`config.mk`:
```
export PLATFORM = sky130hd
export DESIGN_NAME = seq_shift_alu
export DESIGN_NICKNAME = d
export VERILOG_FILES = /design/src/rtl/alu_pkg.sv /design/src/rtl/shift_step.sv /design/src/rtl/seq_shift_alu.sv
export SDC_FILE = /design/constraint.sdc
export NUM_CORES = 1
export LEC_CHECK = 0
export CAP_MARGIN = 30
export CORE_AREA = 2 2 72 74
export DETAILED_ROUTE_END_ITERATION = 10
export DIE_AREA = 0 0 74 76
export PLACE_DENSITY = 0.73
export REMOVE_ABC_BUFFERS = 1
export SLEW_MARGIN = 20
export SYNTH_ARGS = -nofsm -noshare
export SYNTH_HDL_FRONTEND = slang
export SYNTH_SLANG_ARGS = --single-unit
export TNS_END_PERCENT = 50
```
`constraint.sdc`:
```
create_clock -name clk -period 2.53 [get_ports clk]
set_input_delay 0.253 -clock clk [delete_from_list [all_inputs] [get_ports clk]]
set_output_delay 0.253 -clock clk [all_outputs]
set_load 0.02 [all_outputs]
```
`src/rtl/alu_pkg.sv`:
```
// Shared types for the sequential shift/add ALU.
// Operation codes, FSM states and default width.
package alu_pkg;

  localparam int ALU_WIDTH = 8;

  typedef enum logic [2:0] {
    OP_ADD = 3'd0,
    OP_SUB = 3'd1,
    OP_ROL = 3'd2,
    OP_ROR = 3'd3,
    OP_SHL = 3'd4,
    OP_SHR = 3'd5,
    OP_ASR = 3'd6,
    OP_RSV = 3'd7
  } op_e;

  typedef enum logic [1:0] {
    ST_IDLE = 2'd0,
    ST_BUSY = 2'd1,
    ST_DONE = 2'd2
  } state_e;

  function automatic logic is_shift_op(op_e o);
    return (o == OP_ROL) || (o == OP_ROR) ||
           (o == OP_SHL) || (o == OP_SHR) ||
           (o == OP_ASR);
  endfunction

endpackage

```
`src/rtl/shift_step.sv`:
```
// Single-position shift/rotate step.
// Returns the moved value and the bit pushed out.
module shift_step
  import alu_pkg::*;
#(
  parameter int WIDTH = ALU_WIDTH
) (
  input  logic [WIDTH-1:0] val,
  input  op_e              op,
  output logic [WIDTH-1:0] val_out,
  output logic             bit_out
);

  // one-position move selected by the latched opcode
  always_comb begin
    val_out = val;
    bit_out = 1'b0;
    unique case (1'b1)
      (op == OP_ROL): begin
        val_out = {val[WIDTH-2:0], val[WIDTH-1]};
        bit_out = val[WIDTH-1];
      end
      (op == OP_ROR): begin
        val_out = {val[0], val[WIDTH-1:1]};
        bit_out = val[0];
      end
      (op == OP_SHL): begin
        val_out = {val[WIDTH-2:0], 1'b0};
        bit_out = val[WIDTH-1];
      end
      (op == OP_SHR): begin
        val_out = {1'b0, val[WIDTH-1:1]};
        bit_out = val[0];
      end
      (op == OP_ASR): begin
        val_out = {val[WIDTH-1], val[WIDTH-1:1]};
        bit_out = val[0];
      end
      default: begin
        val_out = val;
        bit_out = 1'b0;
      end
    endcase
  end

endmodule

```
`src/rtl/seq_shift_alu.sv`:
```
// Iterative add/sub/shift/rotate ALU, one bit per cycle.
// Operands in and results out via valid/ready.
module seq_shift_alu
  import alu_pkg::*;
#(
  parameter  int WIDTH = ALU_WIDTH,
  localparam int SHW   = $clog2(WIDTH)
) (
  input  logic             clk,
  input  logic             rst_n,
  input  logic             in_valid,
  output logic             in_ready,
  input  logic [2:0]       op,
  input  logic [WIDTH-1:0] a,
  input  logic [WIDTH-1:0] b,
  output logic             out_valid,
  input  logic             out_ready,
  output logic [WIDTH-1:0] result,
  output logic             carry,
  output logic             zero
);

  state_e           state_q;
  state_e           state_d;
  op_e              op_in;
  op_e              op_q;
  logic [WIDTH-1:0] res_q;
  logic             carry_q;
  logic             zero_q;
  logic [SHW-1:0]   cnt_q;
  logic [SHW-1:0]   n_amt;
  logic             accept;
  logic             in_shift;
  logic [WIDTH:0]   sum;
  logic [WIDTH:0]   diff;
  logic [WIDTH-1:0] ld_res;
  logic             ld_carry;
  logic [WIDTH-1:0] step_val;
  logic             step_bit;

  assign op_in     = op_e'(op);
  assign n_amt     = b[SHW-1:0];
  assign in_shift  = is_shift_op(op_in);
  assign in_ready  = (state_q == ST_IDLE);
  assign out_valid = (state_q == ST_DONE);
  assign accept    = in_valid && in_ready;
  assign sum       = {1'b0, a} + {1'b0, b};
  assign diff      = {1'b0, a} - {1'b0, b};

  assign result = res_q;
  assign carry  = carry_q;
  assign zero   = zero_q;

  shift_step #(
    .WIDTH (WIDTH)
  ) u_step (
    .val     (res_q),
    .op      (op_q),
    .val_out (step_val),
    .bit_out (step_bit)
  );

  // value loaded at accept; shifts start from a
  always_comb begin
    ld_res   = a;
    ld_carry = 1'b0;
    unique case (1'b1)
      (op_in == OP_ADD): begin
        ld_res   = sum[WIDTH-1:0];
        ld_carry = sum[WIDTH];
      end
      (op_in == OP_SUB): begin
        ld_res   = diff[WIDTH-1:0];
        ld_carry = ~diff[WIDTH];
      end
      default: begin
        ld_res   = a;
        ld_carry = 1'b0;
      end
    endcase
  end

  // FSM state register
  always_ff @(posedge clk or negedge rst_n) begin
    if (!rst_n) state_q <= ST_IDLE;
    else        state_q <= state_d;
  end

  // next-state: shifts with n>0 iterate in BUSY
  always_comb begin
    state_d = state_q;
    unique case (state_q)
      ST_IDLE: begin
        if (in_valid) begin
          if (in_shift && (n_amt != '0)) state_d = ST_BUSY;
          else                           state_d = ST_DONE;
        end
      end
      ST_BUSY: begin
        if (cnt_q == SHW'(1)) state_d = ST_DONE;
      end
      ST_DONE: begin
        if (out_ready) state_d = ST_IDLE;
      end
      default: state_d = ST_IDLE;
    endcase
  end

  // working register, flags and step counter
  always_ff @(posedge clk or negedge rst_n) begin
    if (!rst_n) begin
      res_q   <= '0;
      carry_q <= 1'b0;
      zero_q  <= 1'b0;
      cnt_q   <= '0;
      op_q    <= OP_ADD;
    end else begin
      unique case (1'b1)
        accept: begin
          res_q   <= ld_res;
          carry_q <= ld_carry;
          zero_q  <= (ld_res == '0);
          cnt_q   <= in_shift ? n_amt : '0;
          op_q    <= op_in;
        end
        (state_q == ST_BUSY): begin
          res_q   <= step_val;
          carry_q <= step_bit;
          cnt_q   <= cnt_q - SHW'(1);
          if (cnt_q == SHW'(1)) zero_q <= (step_val == '0);
        end
        default: ;
      endcase
    end
  end

endmodule

```
After elaboration in Yosys (flattened, before gate mapping)
Index checks and enable logic that the tools add are counted.
{"block": "classes", "n_mux": 15, "bitwise": 1, "reduce_logical": 16, "add_sub_neg": 3, "eq_ne": 17}
{"cell": "case mux 8 bit (5 select lines)", "count": 1}
{"cell": "case mux 8 bit (2 select lines)", "count": 2}
{"cell": "equality test 3 bit (second input constant)", "count": 6}
{"cell": "zero test 8 bit", "count": 2}
{"cell": "equality test 3 x 2 -> 1 bit (second input constant)", "count": 4}
{"cell": "adder 8 x 8 -> 9 bit", "count": 1}
{"cell": "subtractor 8 x 8 -> 9 bit", "count": 1}
{"cell": "two-way mux 2 bit", "count": 4}
{"cell": "case mux 1 bit (2 select lines)", "count": 4}
{"cell": "equality test 3 x 1 -> 1 bit (second input constant)", "count": 2}
{"cell": "case mux 2 bit (3 select lines)", "count": 1}
{"cell": "case mux 3 bit (2 select lines)", "count": 1}
{"cell": "logical OR 1 bit", "count": 4}
{"cell": "inequality test 2 bit (second input constant)", "count": 2}
{"cell": "zero test 3 bit", "count": 1}
{"cell": "two-way mux 3 bit", "count": 1}
{"cell": "AND reduction 3 bit", "count": 1}
{"cell": "nonzero test 3 bit", "count": 1}
{"cell": "OR reduction 3 bit", "count": 1}
{"cell": "subtractor 3 x 1 -> 3 bit (second input constant)", "count": 1}
{"cell": "equality test 2 x 1 -> 1 bit (second input constant)", "count": 1}
{"cell": "equality test 2 bit (second input constant)", "count": 1}
{"cell": "logical AND 1 bit", "count": 2}
{"cell": "zero test 2 bit", "count": 1}
{"cell": "other kinds (6)", "count": 6}
{"block": "totals", "word_cells": 58, "reg_bits": 18, "out_inout_bits": 12, "in_bits": 23}

Longest topological paths before layout
Gate-level depths: netlist of the first run.
{"block": "logic_depth", "depth_word": 9, "ltp_mapped": 10, "depth_no_buf": 10}

Cells and area by module
From an unflattened synthesis of the first run, not the netlist that was laid out.
{"block": "hier_totals", "cells_unflattened": 262, "hier_area_um2": 2254.7}
{"mod": "seq_shift_alu", "area_each_um2": 1889.3, "seq_area_each_um2": 450.4, "n_inst": 1, "cells_per_inst": 220}
{"mod": "shift_step", "area_each_um2": 365.4, "seq_area_each_um2": 0.0, "n_inst": 1, "cells_per_inst": 42}

Least setup slack after synthesis of the first run
Ideal clock, no wire load.
{"block": "synth_timing", "kind": "input port to flip-flop", "start": "input port b[1]", "end": "register zero_q, in the netlist zero", "setup_time_ns": 0.092, "required_time_ns": 2.438, "setup_slack_ns": 0.084, "stages": 8, "arrival_ns": 2.354, "path_buffers": 0, "cell_sequence": "inv_1 ha_1 nor2b_4 o211a_1 or4_1 a32o_1 or4b_1 o31ai_2"}
{"block": "synth_between", "elab_chain_len": 4, "word_cells_on_any_way": 5, "cone_classes": "add/sub (2); mux (2); reduce/logical (1)"}
{"element": "from (decl)", "line": "seq_shift_alu.sv:15", "rtl": "input logic [WIDTH-1:0] b,"}
{"element": "subtractor 8 x 8 -> 9 bit / adder 8 x 8 -> 9 bit (equally long branches)", "line": "seq_shift_alu.sv:48, seq_shift_alu.sv:47"}
{"element": "case mux 8 bit (2 select lines) *", "line": "seq_shift_alu.sv:67", "rtl": "unique case (1'b1)"}
{"element": "zero test 8 bit *", "line": "seq_shift_alu.sv:122", "rtl": "zero_q <= (ld_res == '0);"}
{"element": "case mux 1 bit (2 select lines) *", "line": "seq_shift_alu.sv:118", "rtl": "unique case (1'b1)"}
{"element": "to (signal assigned)", "line": "seq_shift_alu.sv:122"}
{"element": "to (signal assigned)", "line": "seq_shift_alu.sv:130", "rtl": "if (cnt_q == SHW'(1)) zero_q <= (step_val == '0);"}
{"element": "to (decl)", "line": "seq_shift_alu.sv:29", "rtl": "logic zero_q;"}
Every way passes the cells marked *; elsewhere a longest branch is shown, timed or not.
A chain may end at the register's enable or synchronous reset.

Worst setup path after layout of the first run
Same ends and word-level chain as after synthesis.

==> results of run 1 <==
## worst max-delay path, delay by kind of cell
kind / cells / cell delay (ps)
adder cells (fa/ha/maj): 1 / 210
AND/OR/NAND/NOR: 3 / 1120
buffers and inverters: 2 / 340
AO/OA/AOI/OAI: 3 / 660
## layout make-up
class | instances | area [um2]
Inverter | 25 | 93.8
Clock buffer | 4 | 55.1
Multi-Input combinational cell | 215 | 1620
Fill cell | 453 | 1980
Timing Repair Buffer | 71 | 629
Tap cell | 70 | 87.6
Sequential cell | 18 | 450
## repair_timing
item / 4_1_cts / 5_1_grt
setup buffers: 0 / 1
pin swaps: 4 / 4
gates cloned: 0 / 0
gates resized for setup: 11 / 9
setup endpoints to repair: 1 / 2
## placed cells by master (no fill, tap or decap), drive strengths merged, types with 5 or more instances in the layout
cell type	synthesis	routed
a22oi	7	7
nor2	18	18
ha	20	20
clkdlybuf4s50	0	28
a221o	7	7
a21oi	17	17
mux2i	9	9
nand2	24	24
o21ai	19	19
nand3	7	7
buf	2	37
inv	24	24
nand2b	5	5
nor2b	11	11
dfrtp	18	18
o31ai	6	6
## state kept, by name, indices dropped and copies added, names as in the netlist
signal / flops
state_q: 2
carry: 1
op_q: 3
result: 8
zero: 1
cnt_q: 3
## metal layers
metal	share of wire	routed length, um
met1	0.44	2490
met2	0.52	2970
met3	0.030	172
met4	0.014	81
met5	0	0
## where the power goes
group	leakage [nW]	switching (mW)	internal, mW
clock	0.0288	0.101	0.138
combinational	1.08	0.768	0.752
sequential	0.225	0.250	0.420
total	1.34	1.12	1.31
## how the worst max path moves through the flow
stage	start	endpoint	slack [ps]	cells after the start
final	b[1]	zero	120	9
after global routing	b[1]	zero	50	9
after global placement	b[1]	zero	-490	9
after floorplan	b[1]	zero	80	8
after CTS	a[0]	zero	20	10
after detailed placement	b[1]	zero	-520	9
## kinds of logic after synthesis
family                     synth area share
AOI/OAI and AO/OA                     0.310
and+or+nand+nor                       0.211
buffers and inverters                0.0636
adders and majority gates             0.137
DFF                                   0.212
muxes                                0.0583
xor gates and xnor gates            0.00825
## through the flow
stage / utilization / std cells / total power [mW] / area [um2] / setup slack [ps]
finish: 0.597 / 403 / 2.43 / 2930 / 124
global route: 0.597 / 403 / 2.64 / 2930 / 51.2
CTS: 0.585 / 401 / 2.41 / 2870 / 20.1
detailed placement: 0.565 / 397 / 2.15 / 2770 / -521
global placement: 0.565 / 397 / 2.12 / 2770 / -494
floorplan: - / 258 / 1.57 / 2080 / 83.9
==> impl_metrics.json, run 1 <==
{
  "drt_wl_total_um": 5720,
  "status": "finished, final reports clean",
  "hold_ws_ps": 253,
  "ant_nets": 0,
  "r2r-end": "zero",
  "cts_root_buffer": "clkbuf_8",
  "cts_tree": "built",
  "cts.sinks": 18,
  "fin_skew_ps": 3.27,
  "critPathSlowestCell": "or4_1",
  "worstMarginPinSlew_ps": 638,
  "core.rowCount": 26,
  "leakagePower_nw": 1.34,
  "hold_path.class": "in -> async",
  "cts.path.max_buffers": 2,
  "r2r_setup_slack_ps": 440,
  "synth_top_area_cell": "dfrtp_1",
  "avgSynthCellArea_um2": 7.90,
  "critPathMaxStageDelay_ps": 510,
  "worstPathRequired_ps": 2710,
  "synth.distinct_cells": 64,
  "numCtsBuffers": 3,
  "core_area_um2": 4910,
  "synth_most_common_cell": "nand2_1",
  "setup_viol": 0,
  "critPathMaxFanout": 2,
  "synth_common_cells": "nand2_1, inv_1, ha_1",
  "slew_headroom": 0.564,
  "grt_pass1_wl_um": 9890,
  "syn_to_final_growth_pct": 38.0,
  "synth_ff_type": "dfrtp_1",
  "grt_overflow": 0,
  "slew_violations": 0,
  "remaining_drc_errors": 0,
  "dieWidth_um": 74,
  "synth_top_cell_area_share": 0.212,
  "io_buffer_count": 34,
  "clk_pin_slew_ps": 70,
  "drive_gt1_frac": 0.186,
  "worstPathArrival_ps": 2580,
  "synth-seq-cells": 18,
  "tns_ps": 0,
  "critPathKind": "in -> reg",
  "syn_inst": 269,
  "vias": 2285,
  "use_met1": 0.282,
  "dieArea_um2": 5620,
  "finalCritPeriodShare": 0.951,
  "hold_viol_final": 0,
  "wl_per_cell_um": 14.2,
  "reg2reg_depth": 7,
  "rsz0062_at_grt": "false",
  "htreeDepth": 1,
  "crit_path_end_kind": "flip-flop",
  "die-height_um": 76,
  "async_flop_share": 1.00,
  "period_minus_slack_ps": 2410,
  "drt_first_pass_iters": 4,
  "synth_edf_count": 0,
  "maxCapViolations": 0,
  "antenna_found_initial": 0,
  "yosys-top-cells-area": "dfrtp_1, ha_1, mux2i_1, nand2_1, a21oi_1",
  "rr_startpoint": "op_q[1]",
  "routabilityCongestion": 0.898,
  "grt_max_degree": 19,
  "ys_seq_area_frac": 0.212,
  "initial_core_util": 0.433,
  "grt.total_usage": 0.212,
  "fin_nets": 379,
  "vdd_drop_max_mv": 0.405,
  "worstPathCellList": "dlygate4sd2_1, inv_2, ha_4, nor2b_4, o211a_1, or4_1, a32o_2, or4b_4, o31ai_4",
  "yosysWarnings": 0,
  "use_met3": 0.0159,
  "antenna-diode-count": 0,
  "clk-insertion-delay-late_ps": 260,
  "pin_count": 35,
  "pwr_density_cell_nw_per_um2": 829,
  "grt_pass1_vias": 2149,
  "busiest_layer": "met2",
  "timing.fmax_mhz": 416,
  "dpl.hpwl_um": 4540,
  "vias_per_cell": 5.67,
  "crit_path_start_kind": "input port",
  "synth_area_um2": 2120,
  "cts-hold-fix-buffers": 0,
  "drtIter0Drc": 168,
  "grt_use_met2": 0.371
}
Note: power is estimated with default switching activity, not from simulation.
==> run 2, diff against run 1 <==
--- a/config.mk
+++ b/config.mk
@@ -5,7 +5,7 @@
 export SDC_FILE = /design/constraint.sdc
 export NUM_CORES = 1
 export LEC_CHECK = 0
-export CAP_MARGIN = 30
+export CAP_MARGIN = 20
 export CORE_AREA = 2 2 72 74
 export DETAILED_ROUTE_END_ITERATION = 10
 export DIE_AREA = 0 0 74 76
==> run 2 against run 1 <==
  * Critical path depth stayed put
  * Die area stayed put
  * Register-to-register slack hardly changed
  * Sequential cell count stayed put
  * Combinational power hardly changed
  * Global-route usage stayed put
  * Non-clock buffer count is 1 lower
==> impl_metrics.json, run 2 (synthesis gave the netlist of run 1 again) <==
{
  "cts-hold-fix-buffers": 0,
  "status": "finished, final reports clean",
  "p_int_mw": 1.31,
  "cts.sinks": 18,
  "fin_cells": 402,
  "io_buffer_count": 34,
  "grt_overflow": 0,
  "crit_path_end_kind": "flip-flop",
  "syn_to_final_growth_pct": 37.3,
  "grt_use_met2": 0.371,
  "dieWidth_um": 74,
  "busiest_layer": "met2",
  "switchingPower_mw": 1.12,
  "grt_pass1_vias": 2149,
  "antenna_found_initial": 0,
  "grt.total_usage": 0.212,
  "ant_nets": 0,
  "drt_first_pass_iters": 4,
  "period_minus_slack_ps": 2410,
  "place_inst": 397,
  "final_common_cell": "buf_4",
  "cp-startpoint": "b[1]",
  "cp_top_family": "simple AND/OR/NAND/NOR gates",
  "reg2reg_depth": 7,
  "hold_viol_final": 0,
  "worstPathCellList": "dlygate4sd2_1, inv_2, ha_4, nor2b_4, o211a_1, or4_1, a32o_2, or4b_4, o31ai_4",
  "worstPathRequired_ps": 2710,
  "pwr_density_cell_nw_per_um2": 833,
  "worstMarginPinSlew_ps": 864,
  "clk-insertion-delay-late_ps": 250,
  "tns_ps": 0,
  "total_power_mw": 2.43,
  "drtIter0Drc": 153,
  "vdd_drop_max_mv": 0.407,
  "maxCapViolations": 0,
  "cts_tree": "built",
  "final_cell_mix": "buf_4, clkdlybuf4s50_1, nand2_1",
  "numCtsBuffers": 3,
  "combPwrFrac": 0.625,
  "fin_nets": 378,
  "largest_register_ff_count": 8,
  "crit_path_start_kind": "input port",
  "dieArea_um2": 5620,
  "rsz0062_at_grt": "false",
  "leakagePower_nw": 1.33,
  "cts_root_buffer": "clkbuf_8",
  "critPathMaxStageDelay_ps": 510,
  "core_area_um2": 4910,
  "setup_viol": 0,
  "drt_wl_total_um": 5710,
  "clk_pin_slew_ps": 70,
  "hold_path.class": "in -> async",
  "drive_gt1_frac": 0.184,
  "use_met1": 0.282,
  "vias": 2284,
  "grt_pass1_wl_um": 9890,
  "finalCritPeriodShare": 0.951,
  "grt_max_degree": 19,
  "p_sw_frac": 0.462,
  "path_depth": 9,
  "fin_skew_ps": 2.08,
  "antenna-diode-count": 0,
  "wl_per_cell_um": 14.2,
  "hold_ws_ps": 488,
  "rr_startpoint": "op_q[1]",
  "worstPathArrival_ps": 2580,
  "core.rowCount": 26,
  "die-height_um": 76,
  "htreeDepth": 1,
  "timing.fmax_mhz": 415,
  "critPathMaxFanout": 2,
  "vias_per_cell": 5.68,
  "utilization": 0.594,
  "seqPwrFrac": 0.277,
  "pin_count": 35,
  "routabilityCongestion": 0.898,
  "use_met3": 0.0159,
  "slew_headroom": 0.422,
  "critPathKind": "in -> reg",
  "slew_violations": 0,
  "clockPowerShare": 0.098,
  "dpl.hpwl_um": 4540,
  "cts.path.max_buffers": 2,
  "remaining_drc_errors": 0,
  "crit_buf_inv": 2,
  "initial_core_util": 0.433,
  "critPathSlowestCell": "or4_1"
}
## run 2: final cells by class
cell class                 count  area [um2]
inverter                      25        93.8
sequential                    18         450
fill                         455        2000
tap                           70        87.6
timing repair buffer          70         614
clock buffer                   4        55.1
multi-input combinational    215        1620
## run 2: routing by layer
metal  vias up  share of wire
met5         -              0
met4         0          0.014
met3         8          0.038
met2        61           0.52
met1      1073           0.43
li1       1142              -
## run 2: final timing paths
kind | end | slack [ps]
setup / recovery | zero | 120
max in group asynchronous | op_q[1] | 1510
min in group clk | cnt_q[1] | 520
hold reg to reg | cnt_q[1] | 520
setup reg to reg | zero | 430
hold / removal | result[3] | 490
## run 2: per-stage QoR
| step | cell area [um2] | setup slack, ps |
|---|---|---|
| after global placement | 2770 | -494 |
| after floorplan | 2080 | 83.9 |
| final | 2920 | 123 |
| after global routing | 2920 | 51.2 |
| after detailed placement | 2770 | -521 |
| after CTS | 2870 | 20.1 |
## run 2: timing repair
action	4_1_cts	5_1_grt
endpoints found under the hold margin	0	0
endpoints found under the setup margin	1	2
gates resized for setup	11	9
pin swaps	4	4
setup buffers	0	1
gates cloned	0	0
## run 2: power by group through the flow
| stage | clock network, mW | logic [mW] | registers [mW] |
|---|---|---|---|
| 5_1_grt | 0.256 | 1.68 | 0.700 |
| 3_3_place_gp | 0 | 1.46 | 0.667 |
| 6_report | 0.239 | 1.52 | 0.672 |
| 4_1_cts | 0.239 | 1.51 | 0.666 |
| 2_1_floorplan | 0 | 0.847 | 0.726 |
| 3_5_place_dp | 0 | 1.48 | 0.671 |
